--- src/rtl/bus_rr_arbiter.sv ---
// rtl/bus_rr_arbiter.sv - round-robin bus arbiter with ownership hold and transaction watchdog
module bus_rr_arbiter #(
    parameter  int NUM_MASTERS = 4,
    parameter  int TIMEOUT     = 64,
    localparam int OWNER_W     = $clog2(NUM_MASTERS),
    localparam int CNT_W       = (TIMEOUT > 0) ? $clog2(TIMEOUT + 1) : 1
) (
    input  logic                   clk,
    input  logic                   reset,
    input  logic [NUM_MASTERS-1:0] m_req_,
    output logic [NUM_MASTERS-1:0] m_grnt_,
    input  logic                   s_as_,
    input  logic                   s_rdy_,
    output logic [OWNER_W-1:0]     owner,
    output logic                   busy,
    output logic                   to_rdy_,
    output logic                   bus_err
);

    typedef enum logic [1:0] {
        IDLE  = 2'd0,
        GRANT = 2'd1,
        WAIT  = 2'd2
    } state_t;

    localparam logic [OWNER_W-1:0] LAST_MASTER = OWNER_W'(NUM_MASTERS - 1);
    localparam logic [CNT_W-1:0]   CNT_LAST    = CNT_W'((TIMEOUT > 0) ? TIMEOUT - 1 : 0);

    state_t                   state_q, state_d;
    logic [NUM_MASTERS-1:0]   grnt_q, grnt_d;
    logic [OWNER_W-1:0]       owner_q, owner_d;
    logic [OWNER_W-1:0]       last_q, last_d;
    logic [CNT_W-1:0]         cnt_q, cnt_d;
    logic                     busy_q, busy_d;
    logic                     to_rdy_q, to_rdy_d;
    logic                     bus_err_q, bus_err_d;

    logic                     found;
    logic [OWNER_W-1:0]       winner;
    logic [OWNER_W-1:0]       idx;

    // Rotating search: first requester after the last winner, wrapping once around.
    always_comb begin
        found  = 1'b0;
        winner = '0;
        idx    = last_q;
        for (int k = 0; k < NUM_MASTERS; k++) begin
            idx = (idx == LAST_MASTER) ? '0 : idx + OWNER_W'(1);
            if (!found && !m_req_[idx]) begin
                found  = 1'b1;
                winner = idx;
            end
        end
    end

    always_comb begin
        state_d   = state_q;
        grnt_d    = grnt_q;
        owner_d   = owner_q;
        last_d    = last_q;
        cnt_d     = cnt_q;
        to_rdy_d  = 1'b1;
        bus_err_d = 1'b0;

        case (state_q)
            IDLE: begin
                if (found) begin
                    state_d = GRANT;
                    grnt_d  = ~(NUM_MASTERS'(1) << winner);
                    owner_d = winner;
                    last_d  = winner;
                end
            end
            GRANT: begin
                // A strobed transaction takes precedence over a simultaneous release.
                if (!s_as_) begin
                    if (s_rdy_) begin
                        state_d = WAIT;
                        cnt_d   = '0;
                    end
                end else if (m_req_[owner_q]) begin
                    if (found) begin
                        grnt_d  = ~(NUM_MASTERS'(1) << winner);
                        owner_d = winner;
                        last_d  = winner;
                    end else begin
                        state_d = IDLE;
                        grnt_d  = '1;
                    end
                end
            end
            WAIT: begin
                if (!s_rdy_) begin
                    state_d = GRANT;
                    cnt_d   = '0;
                end else if (TIMEOUT > 0 && cnt_q == CNT_LAST) begin
                    state_d   = GRANT;
                    cnt_d     = '0;
                    to_rdy_d  = 1'b0;
                    bus_err_d = 1'b1;
                end else if (cnt_q != '1) begin
                    cnt_d = cnt_q + CNT_W'(1);
                end
            end
            default: begin
                state_d = IDLE;
                grnt_d  = '1;
            end
        endcase

        busy_d = (state_d != IDLE);
    end

    always_ff @(posedge clk or negedge reset) begin
        if (!reset) begin
            state_q   <= IDLE;
            grnt_q    <= '1;
            owner_q   <= '0;
            last_q    <= LAST_MASTER;
            cnt_q     <= '0;
            busy_q    <= 1'b0;
            to_rdy_q  <= 1'b1;
            bus_err_q <= 1'b0;
        end else begin
            state_q   <= state_d;
            grnt_q    <= grnt_d;
            owner_q   <= owner_d;
            last_q    <= last_d;
            cnt_q     <= cnt_d;
            busy_q    <= busy_d;
            to_rdy_q  <= to_rdy_d;
            bus_err_q <= bus_err_d;
        end
    end

    assign m_grnt_ = grnt_q;
    assign owner   = owner_q;
    assign busy    = busy_q;
    assign to_rdy_ = to_rdy_q;
    assign bus_err = bus_err_q;

endmodule

--- config.mk ---
export PLATFORM = sky130hd
export DESIGN_NAME = bus_rr_arbiter
export DESIGN_NICKNAME = d
export VERILOG_FILES = /design/src/rtl/bus_rr_arbiter.sv
export SDC_FILE = /design/constraint.sdc
export NUM_CORES = 1
export LEC_CHECK = 0
export ABC_CLOCK_PERIOD_IN_PS = 2600
export CAP_MARGIN = 0
export CELL_PAD_IN_SITES_DETAIL_PLACEMENT = 1
export CELL_PAD_IN_SITES_GLOBAL_PLACEMENT = 1
export CORE_ASPECT_RATIO = 1.5
export CORE_MARGIN = 2
export CORE_UTILIZATION = 38
export DETAILED_ROUTE_END_ITERATION = 10
export PLACE_DENSITY_LB_ADDON = 0.1
export SLEW_MARGIN = 20
export SYNTH_ARGS = -nofsm -noshare
export SYNTH_HDL_FRONTEND = slang
export SYNTH_SLANG_ARGS = --single-unit
--- constraint.sdc ---
create_clock -name clk -period 2.6 [get_ports clk]
set_clock_uncertainty 0.1 [all_clocks]
set_input_delay 0.78 -clock clk [delete_from_list [all_inputs] [get_ports clk]]
set_output_delay 0.78 -clock clk [all_outputs]
set_load 0.02 [all_outputs]
==> flow_results.xml <==
<?xml version="1.0" encoding="UTF-8"?>
<metrics>
  <group name="final_layout">
    <metric name="final_common_cell" unit="">sky130_fd_sc_hd__buf_4</metric>
    <metric name="final_layout_size_suffix_gt1_frac" unit="">0.268</metric>
    <metric name="final_core_utilization" unit="">0.511</metric>
    <metric name="layout.cells.most_common_list" unit="">sky130_fd_sc_hd__buf_4 (20), sky130_fd_sc_hd__dfrtp_1 (13), sky130_fd_sc_hd__nor2_1 (12), sky130_fd_sc_hd__clkdlybuf4s50_1 (12), sky130_fd_sc_hd__inv_1 (9)</metric>
    <metric name="final_net_count" unit="">183</metric>
    <metric name="instances_no_fill" unit="">210</metric>
    <metric name="syn_to_layout_area_delta" unit="%">31.2</metric>
    <metric name="diodes" unit="">0</metric>
    <metric name="finalInstanceArea" unit="um^2">1710</metric>
  </group>
  <group name="setup_path">
    <metric name="startpoint_type" unit="">flip-flop</metric>
    <metric name="critPathCaptureType" unit="">flip-flop</metric>
    <metric name="crit_type" unit="">flip-flop to flip-flop</metric>
    <metric name="timing.reg2reg.worst_path_depth" unit="">6</metric>
    <metric name="cp_data_arrival_time" unit="ns">2.56</metric>
    <metric name="worst-path-max-fanout" unit="">13</metric>
    <metric name="timing.critical_path.slowest_cell_delay" unit="ns">0.67</metric>
    <metric name="crit_slowest_cell" unit="">sky130_fd_sc_hd__dfstp_2</metric>
    <metric name="series_of_cell_instances_along_the_critical_path" unit="">ha_2, mux2_2, a32oi_1, nor3_1, or4_4, o32a_1</metric>
    <metric name="worst-endpoint-required" unit="ns">2.68</metric>
  </group>
  <group name="yosys">
    <metric name="yosysWarningCount" unit="">0</metric>
    <metric name="synth_cell_type_count" unit="">49</metric>
    <metric name="synthCells" unit="">136</metric>
    <metric name="synth_nets" unit="">150</metric>
    <metric name="top_cells_by_area_synth" unit="">sky130_fd_sc_hd__dfrtp_1 (25%), sky130_fd_sc_hd__dfstp_2 (14%), sky130_fd_sc_hd__ha_1 (5.8%), sky130_fd_sc_hd__mux2_2 (3.5%), sky130_fd_sc_hd__nor2_1 (3.5%)</metric>
    <metric name="synth-seq-cells" unit="">20</metric>
    <metric name="synth_top_cell_by_area" unit="">sky130_fd_sc_hd__dfrtp_1</metric>
    <metric name="seq_area_frac_synth" unit="">0.390</metric>
    <metric name="syn_avg_cell_area" unit="um^2">9.60</metric>
    <metric name="synth.top_cell.area_share" unit="">0.249</metric>
    <metric name="netlist_area" unit="um^2">1310</metric>
  </group>
  <group name="pwr">
    <metric name="switching_power" unit="mW">0.828</metric>
    <metric name="p_total" unit="mW">2.04</metric>
    <metric name="power.combinational.fraction" unit="">0.594</metric>
    <metric name="power.density" unit="nW/um^2">1190</metric>
    <metric name="power.internal" unit="mW">1.21</metric>
    <metric name="peakVddDrop" unit="mV">0.805</metric>
    <metric name="p_leak" unit="nW">0.747</metric>
    <metric name="seq_power_share" unit="">0.256</metric>
    <metric name="power.share.switching" unit="">0.405</metric>
    <metric name="share_clk_of_total_power" unit="">0.150</metric>
  </group>
  <group name="hold_path">
    <metric name="hold_class" unit="">flip-flop to flip-flop</metric>
    <metric name="whs_path_depth" unit="">2</metric>
  </group>
  <group name="detailed_routing">
    <metric name="drt-vias-per-instance" unit="">5.72</metric>
    <metric name="drt-total-wl" unit="um">3350</metric>
    <metric name="detail_route.drc_violations" unit="">0</metric>
    <metric name="vias" unit="">1201</metric>
    <metric name="dr.first_iter.drc_count" unit="">4</metric>
    <metric name="wl_per_cell" unit="um">15.9</metric>
    <metric name="number_of_search_and_repair_iterations_in_the_first_detailed_routing_pass" unit="">4</metric>
    <metric name="ant_nets" unit="">0</metric>
  </group>
  <group name="place">
    <metric name="io_buffers" unit="">16</metric>
    <metric name="detailed_place_hpwl" unit="um">2760</metric>
    <metric name="dp_cells" unit="">206</metric>
    <metric name="routabilityCongestion" unit="">0.890</metric>
    <metric name="dpl_worst_slack" unit="ns">-0.262</metric>
    <metric name="place_area" unit="um^2">1610</metric>
  </group>
  <group name="clock_tree">
    <metric name="clk_transition_reported_paths" unit="ns">0.08</metric>
    <metric name="clock_sink_count" unit="">20</metric>
    <metric name="cts_tree" unit="">yes</metric>
    <metric name="cts_htree_levels" unit="">1</metric>
    <metric name="clk_root_buffer_cell" unit="">sky130_fd_sc_hd__clkbuf_8</metric>
    <metric name="cts_max_path_buffers" unit="">2</metric>
    <metric name="cts_inserted_buffers" unit="">3</metric>
    <metric name="worstSkewPairLatency" unit="ns">0.25</metric>
  </group>
  <group name="sta">
    <metric name="final_worst_path_period_share" unit="">0.951</metric>
    <metric name="tightest_slew" unit="ns">0.544</metric>
    <metric name="setup_ws" unit="ns">0.126</metric>
    <metric name="fmax" unit="GHz">0.404</metric>
    <metric name="worst_slew_margin_rel" unit="">0.636</metric>
    <metric name="worst_hold_slack" unit="ns">0.406</metric>
    <metric name="setup_viol" unit="">0</metric>
    <metric name="finalSetupTns" unit="ns">0</metric>
    <metric name="slew_viol_final" unit="">0</metric>
    <metric name="rsz0062_at_grt" unit="">no</metric>
    <metric name="hold_viol" unit="">0</metric>
    <metric name="fin_crit" unit="ns">2.47</metric>
  </group>
  <group name="floorplan">
    <metric name="design.die.area" unit="um^2">3930</metric>
    <metric name="row_count" unit="">26</metric>
    <metric name="placeableCoreArea" unit="um^2">3350</metric>
    <metric name="pin_count" unit="">17</metric>
    <metric name="horizontal_extent_of_the_die" unit="um">51.9</metric>
    <metric name="start_util" unit="">0.389</metric>
    <metric name="die_y" unit="um">75.8</metric>
  </group>
  <group name="global_routing">
    <metric name="gr-total-overflow" unit="">0</metric>
    <metric name="antenna_found_initial" unit="">0</metric>
    <metric name="grt_max_degree" unit="">21</metric>
    <metric name="first_global_vias" unit="">1210</metric>
    <metric name="grt_pass1_wl" unit="um">5490</metric>
    <metric name="grt_use_total" unit="">0.187</metric>
  </group>
  <group name="status">
    <metric name="outcome" unit="">completed</metric>
  </group>
  <group name="job">
    <metric name="max-cap-violations" unit="">0</metric>
  </group>
</metrics>
==> what timing repair did <==
action	in CTS	in global routing
setup endpoints to repair	0	5
gates resized for setup	0	8
setup buffers	0	0
hold buffers	0	0
endpoints found under the hold margin	0	0
==> routing by layer <==
layer  global-route usage  vias up  wire length [um]
met3               0.0118        4                28
met1                0.189      610              1270
met4               0.0702        0                40
met2                0.385       13              2010
li1                     -      574                 -
met5                    0        -                 0
==> registers in the layout, indices dropped and copies added, names as in the netlist <==
name     flops
busy         1
to_rdy_      1
last_q       2
bus_err      1
state_q      2
cnt_q        7
m_grnt_      4
owner        2
==> cell usage after synthesis (all sizes together) <==
cell type   n
a21bo       1
a21o        1
o31a        1
or4         1
xnor2       3
and4        1
nor2b       2
clkbuf      2
mux2i       2
o31ai       2
o21ba       1
nor4        2
nand2b      1
o211ai      1
nor3b       1
o21ai       6
o22ai       1
a2bb2oi     1
a31oi       4
or2         2
dfrtp      13
nand3       5
a21boi      2
a311oi      1
a22oi       1
dfstp       7
a22o        1
a32oi       2
nand2       7
mux2        4
nand4       2
o221ai      2
inv         9
buf         6
o32a        2
a32o        1
or3         1
mux4        1
a2111oi     1
o2111ai     1
ha          6
a21oi       4
a211oi      3
nor3        6
nor2       12
==> kinds of logic after synthesis <==
| group | after synthesis | synth area share |
|---|---|---|
| xor+xnor | 3 | 0.0201 |
| flops | 20 | 0.390 |
| buf+inv | 17 | 0.0671 |
| simple gates | 43 | 0.167 |
| fa+ha+maj | 6 | 0.0575 |
| mux | 7 | 0.0700 |
| compound gates | 40 | 0.228 |
==> cell type report <==
cell class / count / area [um^2]
multi-input combinational: 99 / 724
clock inverter: 1 / 30.0
tap: 42 / 52.6
clock buffer: 3 / 41.3
timing repair buffer: 36 / 320
inverter: 9 / 33.8
fill: 391 / 1640
sequential: 20 / 509
==> critical path, delay by kind of cell, from the launching register on <==
family	cells	cell delay (ns)
flops	1	0.67
simple gates	2	0.52
compound gates	2	0.52
mux	1	0.33
fa+ha+maj	1	0.25
==> power by group through the flow <==
stage                     Sequential [mW]  Clock (mW)  Combinational [mW]
after detailed placement            0.526           0                1.20
after floorplan                     0.542           0               0.743
final                               0.522       0.307                1.21
after global routing                0.536       0.333                1.34
after global placement              0.524           0                1.16
after CTS                           0.521       0.317                1.20
==> final timing paths <==
path | startpoint | endpoint | slack, ns
worst max-delay path | last_q[0] | m_grnt_[3] | 0.13
worst min-delay path | m_grnt_[2] | m_grnt_[2] | 0.41
worst max register to register | last_q[0] | m_grnt_[3] | 0.13
worst min register to register | m_grnt_[2] | m_grnt_[2] | 0.41
max in group asynchronous | reset | m_grnt_[3] | 1.36
min in group asynchronous | reset | cnt_q[4] | 0.77
Power figures use the tool's default switching activity.
